### src/rtl/rf_wport_arbiter.sv
// rtl/rf_wport_arbiter.sv - register file write port arbiter: WB priority, buffered long-latency results
module rf_wport_arbiter #(
    parameter int DEPTH        = 2,
    parameter int STARVE_LIMIT = 4
) (
    input  logic        clk,
    input  logic        resetn,
    input  logic        wb_we,
    input  logic [4:0]  wb_waddr,
    input  logic [31:0] wb_wdata,
    input  logic        lu_valid,
    output logic        lu_ready,
    input  logic [4:0]  lu_waddr,
    input  logic [31:0] lu_wdata,
    output logic        rf_we,
    output logic [4:0]  rf_waddr,
    output logic [31:0] rf_wdata,
    output logic        stall_req,
    output logic [31:0] busy_mask
);
    localparam int PW = $clog2(DEPTH);
    localparam int CW = PW + 1;

    typedef enum logic [1:0] {S_IDLE, S_PEND, S_STEAL} state_t;

    logic [4:0]    addr_q [DEPTH];
    logic [31:0]   data_q [DEPTH];
    logic [PW-1:0] rd_ptr, wr_ptr;
    logic [CW-1:0] count, count_nxt;
    state_t        state, state_nxt;
    logic [3:0]    cnt, cnt_nxt;

    logic wb_act, empty, full, push, store, pop;

    assign wb_act    = wb_we && (wb_waddr != 5'd0);
    assign empty     = (count == '0);
    assign full      = (count == CW'(DEPTH));
    // Ready looks only at registered occupancy, never at the same-cycle pop
    assign lu_ready  = resetn && !full;
    assign push      = lu_valid && lu_ready;
    assign store     = push && (lu_waddr != 5'd0);
    assign pop       = !wb_act && !empty;
    assign count_nxt = count + CW'(store) - CW'(pop);
    assign stall_req = (state == S_STEAL);

    always_ff @(posedge clk or negedge resetn) begin
        if (!resetn) begin
            rd_ptr <= '0;
            wr_ptr <= '0;
            count  <= '0;
            state  <= S_IDLE;
            cnt    <= '0;
        end else begin
            if (store) wr_ptr <= wr_ptr + 1'b1;
            if (pop)   rd_ptr <= rd_ptr + 1'b1;
            count <= count_nxt;
            state <= state_nxt;
            cnt   <= cnt_nxt;
        end
    end

    // Storage needs no reset: occupancy alone decides what is valid
    always_ff @(posedge clk) begin
        if (store) begin
            addr_q[wr_ptr] <= lu_waddr;
            data_q[wr_ptr] <= lu_wdata;
        end
    end

    always_comb begin
        rf_we    = 1'b0;
        rf_waddr = 5'd0;
        rf_wdata = 32'd0;
        if (resetn) begin
            if (wb_act) begin
                rf_we    = 1'b1;
                rf_waddr = wb_waddr;
                rf_wdata = wb_wdata;
            end else if (!empty) begin
                rf_we    = 1'b1;
                rf_waddr = addr_q[rd_ptr];
                rf_wdata = data_q[rd_ptr];
            end
        end
    end

    always_comb begin
        logic [PW-1:0] idx;
        idx       = '0;
        busy_mask = '0;
        for (int i = 0; i < DEPTH; i++) begin
            idx = rd_ptr + PW'(i);
            if (CW'(i) < count) busy_mask[addr_q[idx]] = 1'b1;
        end
        busy_mask[0] = 1'b0;
    end

    always_comb begin
        state_nxt = state;
        cnt_nxt   = cnt;
        case (state)
            S_IDLE: begin
                cnt_nxt = '0;
                if (store) state_nxt = S_PEND;
            end
            S_PEND: begin
                if (pop) begin
                    cnt_nxt = '0;
                    if (count_nxt == '0) state_nxt = S_IDLE;
                end else if (wb_act) begin
                    if (int'(cnt) + 1 >= STARVE_LIMIT) begin
                        state_nxt = S_STEAL;
                        cnt_nxt   = 4'(STARVE_LIMIT);
                    end else begin
                        cnt_nxt = cnt + 4'd1;
                    end
                end
            end
            S_STEAL: begin
                // A WB write here breaks the bubble contract; WB still wins and we keep asking
                if (pop) begin
                    cnt_nxt   = '0;
                    state_nxt = (count_nxt == '0) ? S_IDLE : S_PEND;
                end
            end
            default: begin
                state_nxt = S_IDLE;
                cnt_nxt   = '0;
            end
        endcase
    end
endmodule

### config.mk
export PLATFORM = sky130hd
export DESIGN_NAME = rf_wport_arbiter
export DESIGN_NICKNAME = d
export VERILOG_FILES = /design/src/rtl/rf_wport_arbiter.sv
export SDC_FILE = /design/constraint.sdc
export NUM_CORES = 1
export LEC_CHECK = 0
export CORE_ASPECT_RATIO = 2
export CORE_MARGIN = 2
export CORE_UTILIZATION = 49
export DETAILED_ROUTE_END_ITERATION = 8
export PLACE_DENSITY = 0.93
export SETUP_SLACK_MARGIN = 0.2
export SLEW_MARGIN = 20
export SYNTH_ARGS = -nofsm -noshare
export SYNTH_HDL_FRONTEND = slang
export SYNTH_SLANG_ARGS = --single-unit
export TNS_END_PERCENT = 50
### constraint.sdc
create_clock -name clk -period 6.1 [get_ports clk]
set_input_delay 0.61 -clock clk [delete_from_list [all_inputs] [get_ports clk]]
set_output_delay 0.61 -clock clk [all_outputs]
set_load 0.02 [all_outputs]
Yosys cells after proc, flatten, opt, wreduce, memory -nomap -nowiden. Memories as Yosys holds them, arrays and structs flattened. Index checks and enable logic that the tools add are counted.

Mux-type cells: 30. Magnitude comparators: 7. Equality and inequality tests: 8. Reduce and logical (&&, ||, !) cells: 17. Bitwise gates (word level): 1. Add/sub/neg operators: 6.

Operator list (count): $mux W32 (5); $or A32 B32 Y32 (1); $mux W4 (4); $mux W5 (3); $lt A5 B6 Y1 const B (2); $mux W2 (6); $demux W1 S5 (2); $ge A5 B1 Y1 const B (2); $reduce_bool A5 Y1 (2); $ne A3 B3 Y1 const B (3); $mux W1 (8); $pmux W4 S2 (1); $logic_and A1 B1 Y1 (7); $logic_not A2 Y1 (3); $pmux W2 S3 (1); $add A4 B1 Y5 const B (1); $ge A5 B3 Y1 const B (1); $reduce_and A5 Y1 (1); $add A4 B1 Y4 const B (1); $eq A2 B2 Y1 const B (2); $lt A1 B2 Y1 const A (2); $logic_not A1 Y1 (3); $add A1 B1 Y1 const B (2); $add A2 B1 Y2 (1); other kinds (5) (5).

Output and inout bits: 72. Word-level logic and storage cells: 76. Memories kept: 2. Flip-flop bits (word level): 10. Bits in writable memories: 74. Input bits: 78.

Memory list: data_q (depth 2, width 32, rd ports 1, clocked after memory_dff 0, wr ports 1, RTL line 27) `logic [31:0] data_q [DEPTH];`; addr_q (depth 2, width 5, rd ports 2, clocked after memory_dff 0, wr ports 1, RTL line 26) `logic [4:0] addr_q [DEPTH];`.

Logic depth before layout (Yosys ltp). Gate-level depths: netlist of run 1.

Word-level depth: 11. Gate-level depth with buffers: 11.

Least setup slack after synthesis of run 1. Ideal clock, no wire load.

Path type: input port to flip-flop. From: in resetn. To: mem addr_q[0][0] (enable). Stages: 3. Path slack: 2.517 ns. Arrival: 3.152 ns. Data required time: 5.669 ns. Cell sequence: a21boi_0 -> o211ai_1 -> nor2_1.

Cells in the longest elaborated chain, start to end: 5.

RTL lines: start, declared (RTL line 7) `input logic resetn,`; $logic_and A1 B1 Y1 (RTL line 39) `assign lu_ready = resetn && !full;`; $logic_and A1 B1 Y1 (RTL line 40) `assign push = lu_valid && lu_ready;`; $logic_and A1 B1 Y1 (RTL line 41) `assign store = push && (lu_waddr != 5'd0);`; $mux W1 (RTL line 64) `if (store) begin`; $mux W1 (implied by the code) (RTL line 65) `addr_q[wr_ptr] <= lu_waddr;`; end, declared (RTL line 26).

No other way between the ends.

Final worst setup path of run 1.
From: in wb_waddr[4]. To: out rf_wdata[10].

Cells in the longest elaborated chain, start to end: 4.

RTL lines: start, declared (RTL line 9) `input logic [4:0] wb_waddr,`; $reduce_bool A5 Y1 (RTL line 35) `assign wb_act = wb_we && (wb_waddr != 5'd0);`; $logic_and A1 B1 Y1 (RTL line 35); $mux W32 (RTL line 75) `if (wb_act) begin`; $mux W32 (RTL line 74) `if (resetn) begin`; end, declared (RTL line 17) `output logic [31:0] rf_wdata,`.

No other way between the ends.

==> impl_metrics.yaml, run 1 <==
floorplanning:
  row_count: 48
  io-pin-count: 150
  dieArea_um2: 9770
  start_util_pct: 50.7
  core_um2: 8650
  die_height_um: 138
  die_w_um: 70.9
finish:
  syn_to_final_growth_pct: 42.2
  diodes: 0
  stdcell_area_um2: 6230
  layout-drive-gt1-share_pct: 5.99
  nets: 611
power:
  p_int_mw: 1.41
  combPwrFrac_pct: 41.8
  ir_drop_v: 0.000244
  leakage_nw: 2.21
  powerDensity_nw_per_um2: 358
  clockPowerShare_pct: 21.7
  p_seq_share_pct: 36.6
  switchingPower_uw: 823
  swShare_pct: 36.9
global_route:
  grt_pass1_wl_um: 17400
  grt_pass1_vias: 3638
  met2_usage_pct: 42.2
  grt_overflow: 0
  use_met3_pct: 4.90
  grtUsageMet1_pct: 24.8
  grt_use_total_pct: 23.0
  grt_antenna_before_repair: 0
  grt_max_degree: 68
  grt.busiest_layer: "met2"
setup_path:
  crit_fanout: 67
  cp_cell_sequence: "clkdlybuf4s50_1, or3_4, o31a_2, buf_4, nor3_1, a21oi_1, nor2b_1, clkdlybuf4s50_1"
  crit_path_end_kind: "output pin"
  crit_slowest_cell: "clkdlybuf4s50_1"
  r2r_slack_ns: 3.10
  start_kind: "input port"
  arrival_ns: 3.36
  crit_top_cell: "clkdlybuf4s50_1"
  worstSetupPathType: "in -> out"
  critical_path_required_ns: 5.49
  max_stage_delay_ns: 0.63
clock_tree:
  root_buffer: "clkbuf_16"
  postCtsHoldBufs: 0
  post_cts_buffers: 0
  clockBufferDepth: 2
  clock_sinks: 84
  cts_tree: "yes"
  clk_latency_ns: 0.34
  cts.clk_slew.worst_paths_ns: 0.06
  cts_resized: 0
  cts_buffers: 9
  htreeDepth: 3
sta:
  rsz0062_at_grt: "false"
  worst_pin_slew_ns: 0.926
  clock.fmax_mhz: 252
  finClkSkew_ns: 0.00555
  setup_viol: 0
  period_share_pct: 65.1
  drv_slew: 0
  setup_tns_ns: 0
  hold_viol: 0
  setup_ws_ns: 2.13
  period_minus_slack_ns: 3.97
  slew_headroom_pct: 38.2
route:
  routed_wl_um: 11300
  drt-vias-per-instance: 5.77
  drt_iter0_drc: 244
  first_pass_iters: 4
  route.detailed.drc: 0
  wl_per_cell_um: 17.8
  via_count: 3660
  ant_nets: 0
placement:
  placed_area_um2: 5910
  routabilityCongestion: 0.873
  pre_cts_ws_ns: 2.17
  port_buffers: 148
  dpl.hpwl_um: 8130
synthesis:
  synth_edf_count: 74
  yosysMostFrequentCell: "edfxtp_1"
  synth_seq_cells: 84
  yosys-top-cells-count: "edfxtp_1, nor2b_1, mux2i_1"
  synthTopCellsByArea: "edfxtp_1, mux2i_1, dfrtp_1"
  netlist_area_um2: 4390
  ys.flop_type: "edfxtp_1"
  syn_inst: 389
  synth_seq_area_share_pct: 56.4
  synth_top_area_share_pct: 50.7
  ys_async_sr_fraction_pct: 11.9
  synth_nets: 471
  yosys.area.top_type: "edfxtp_1"
  syn_area_per_cell_um2: 11.3
  yosysWarnings: 0
  ys_types: 44
status:
  status: "complete, no violations"
flow_run:
  drv_cap: 0
min_path:
  hold_path_class: "reg -> reg"
flip-flops by register name (all words and copies together), names as in the netlist:
register,cells
state,2
cnt,4
count,2
data_q,64
wr_ptr,1
rd_ptr,1
addr_q,10
routing by layer:
metal	share of wire [%]	vias up
met3	5.2	29
met4	2.8	0
met2	56	163
li1	-	1745
met1	36	1723
met5	0	-
stage by stage:
stage | std cells | power, mW | hold WS (ns) | utilization [%]
4_1_cts | 632 | 2.22 | 0.517 | 71.5
3_5_place_dp | 616 | 1.74 | 0.510 | 68.4
2_1_floorplan | 389 | 1.41 | 0.314 | -
3_3_place_gp | 616 | 1.70 | 0.482 | 68.4
5_1_grt | 634 | 2.35 | 0.565 | 72.1
6_report | 634 | 2.23 | 0.531 | 72.1
path summary, 6_finish.rpt:
| kind | start | endpoint | depth (start not counted) |
|---|---|---|---|
| worst max-delay path | wb_waddr[4] | rf_wdata[10] | 8 |
| worst min-delay path | cnt[2] | cnt[2] | 2 |
| worst max register to register | count[1] | state[0] | 10 |
| worst min register to register | cnt[2] | cnt[2] | 2 |
| max in group asynchronous | resetn | rd_ptr | 2 |
| min in group asynchronous | resetn | state[0] | 2 |
layout make-up:
class                           count  area (µm²)
Clock buffer                        9         225
Clock inverter                      7        42.5
Fill cell                         624        2410
Inverter                            8        30.0
Multi-Input combinational cell    273        1780
Sequential cell                    84        2470
Tap cell                          100         125
Timing Repair Buffer              153        1560
layout by cell type, fill, tap and decap left out, types with 8 or more instances in the layout:
cell and n:
nor3_1 35, clkbuf_16 9, o22ai_1 33, edfxtp_1 74, nand2_1 31, mux2i_1 37, nor2b_1 39, a21oi_1 34
inv_1 8, dfrtp_1 9, clkdlybuf4s50_1 148
logic make-up after synthesis:
kind of cell	count (synthesis)	synth area share, %
AOI/OAI and AO/OA	91	13.0
adders and majority gates	4	1.14
other	1	0.0855
muxes	41	9.47
buffers and inverters	32	3.59
DFF	84	56.4
and+or+nand+nor	132	15.5
xor gates and xnor gates	4	0.799
worst max-delay path: cells and delay by family:
| kind | cells | cell delay [ns] |
|---|---|---|
| buf+inv | 3 | 1.41 |
| simple gates | 3 | 0.88 |
| compound gates | 2 | 0.44 |
power groups by stage:
stage / registers [mW] / logic (mW) / clock network, mW
floorplan: 0.759 / 0.648 / 0
global placement: 0.820 / 0.884 / 0
detailed placement: 0.827 / 0.913 / 0
CTS: 0.817 / 0.916 / 0.489
global route: 0.829 / 1.01 / 0.513
finish: 0.815 / 0.931 / 0.484
Power figures use the tool's default switching activity.
==> inputs of run 2 (changes only) <==
Settings changed: CORE_UTILIZATION 49 to 46, PLACE_DENSITY 0.93 to 0.89.
Clock period 6.1 ns to 3.8 ns, I/O delays scaled along.
==> run 2 against run 1 <==
Effect of this change: register-to-register slack lost 2.1 ns; worst hold slack lost 0.024 ns; first-iteration DRC count shrank 50%; combinational power grew 64%; sequential power grew 58%; sequential share of layout area shrank 0.064 points; total power grew 62%; critical path depth shrank 1; largest cell class unchanged.
==> impl_metrics.yaml, run 2 (same netlist as run 1, synthesis figures left out) <==
sta:
  rsz0062_at_grt: "false"
  worst_pin_slew_ns: 1.07
  setup_tns_ns: 0
  setup_viol: 0
  drv_slew: 0
  period_minus_slack_ns: 3.35
  hold_slack_ns: 0.507
  slew_headroom_pct: 28.8
  finClkSkew_ns: 0.00848
  clock.fmax_mhz: 298
  period_share_pct: 88.2
  hold_viol: 0
floorplanning:
  dieArea_um2: 10400
  core_um2: 9320
  die_height_um: 142
  row_count: 50
  io-pin-count: 150
  die_w_um: 73.0
  start_util_pct: 47.0
route:
  ant_nets: 0
  routed_wl_um: 11400
  route.detailed.drc: 0
  via_count: 3672
  drt-vias-per-instance: 5.73
  wl_per_cell_um: 17.9
  drt_iter0_drc: 122
  first_pass_iters: 4
power:
  ir_drop_v: 0.000397
  leakage_nw: 2.22
  powerDensity_nw_per_um2: 577
  power_mw: 3.60
setup_path:
  critical_path_required_ns: 3.42
  cp_cell_sequence: "buf_4, nand2_1, o21a_1, nor2_1, nand2_1, o22ai_1, clkdlybuf4s50_1"
  max_stage_delay_ns: 0.81
  worstSetupPathType: "reg -> out"
  start_kind: "register"
  crit_top_cell: "nand2_1"
  crit_fanout: 28
  arrival_ns: 2.97
  cp_num_buf_inv: 2
  crit_family: "buffers and inverters"
  crit_path_end_kind: "output pin"
  crit_slowest_cell: "dfrtp_2"
global_route:
  grt_max_degree: 48
  grt_pass1_wl_um: 18100
  grt_pass1_vias: 3760
  grt_use_total_pct: 22.8
  grt_antenna_before_repair: 0
  grt_overflow: 0
finish:
  top_register: "data_q"
  mostFrequentLayoutCells: "clkdlybuf4s50_1, edfxtp_1, nor2b_1"
  largest_reg_flops: 64
  syn_to_final_growth_pct: 42.4
  largest_registers: "data_q x64, addr_q x10, cnt x4"
  nets: 614
  diodes: 0
  fillers: 682
  layout-drive-gt1-share_pct: 6.52
  final_cells: 641
  fin_util_pct: 67.0
  final_common_cell: "clkdlybuf4s50_1"
clock_tree:
  cts_buffers: 9
  cts.clk_slew.worst_paths_ns: 0.06
  clk_latency_ns: 0.33
  clockBufferDepth: 2
  post_cts_buffers: 0
  cts_resized: 0
  htreeDepth: 3
  postCtsHoldBufs: 0
  cts_tree: "yes"
  clock_sinks: 84
  root_buffer: "clkbuf_16"
placement:
  routabilityCongestion: 0.934
  port_buffers: 148
  dp.cells: 624
  dpl.hpwl_um: 8370
status:
  status: "complete, no violations"
min_path:
  hold_path_class: "in -> async"
flow_run:
  drv_cap: 0
## run 2: cell count changes in the layout (fill, tap and decap cells not counted), sizes merged
| cell | delta |
|---|---|
| clkinvlp | -1 |
| clkbuf | +2 |
| buf | +3 |
| inv | -1 |
## run 2: per-layer routing
metal	share of wire, %	up-vias	wire length, µm	global-route usage [%]
li1	-	1755	-	-
met1	35	1747	3960	23.4
met2	58	145	6670	43.3
met3	4.4	25	507	3.61
met4	2.7	0	304	10.3
met5	0	-	0	0
## run 2: cell type report
cell class                 instances  area [µm²]  area share, %
clock inverter                     5        27.5          0.441
inverter                           8        30.0          0.481
multi-input combinational        273        1780           28.5
sequential                        84        2470           39.6
clock buffer                      11         243           3.89
tap                              104         130           2.08
timing repair buffer             156        1560           25.0
## run 2: stage by stage
| step | area (µm²) | setup slack, ns |
|---|---|---|
| after floorplan | 4390 | 0.324 |
| after global placement | 5950 | 0.543 |
| after detailed placement | 5950 | 0.501 |
| after CTS | 6220 | 0.475 |
| after global routing | 6240 | 0.219 |
| final | 6240 | 0.447 |
## run 2: path summary, 6_finish.rpt
path	end	start	cells after the start	slack [ns]
min	cnt[1]	resetn	2	0.51
min in group clk	cnt[2]	cnt[2]	2	0.52
max in group asynchronous	rd_ptr	resetn	2	2.97
max reg2reg	state[0]	count[1]	10	1.05
min reg2reg	cnt[2]	cnt[2]	2	0.52
max	busy_mask[5]	rd_ptr	7	0.45
## run 2: power by group
part	total (mW)	switching (mW)	internal [mW]
clock network	0.778	0.323	0.455
registers	1.29	0.139	1.15
logic	1.53	0.860	0.672
==> inputs of run 3 (changes only) <==
Settings changed: ABC_CLOCK_PERIOD_IN_PS from default to 3800.
==> results of run 3 <==
Same layout as run 2: the final DEF is identical, and so are final timing and power.
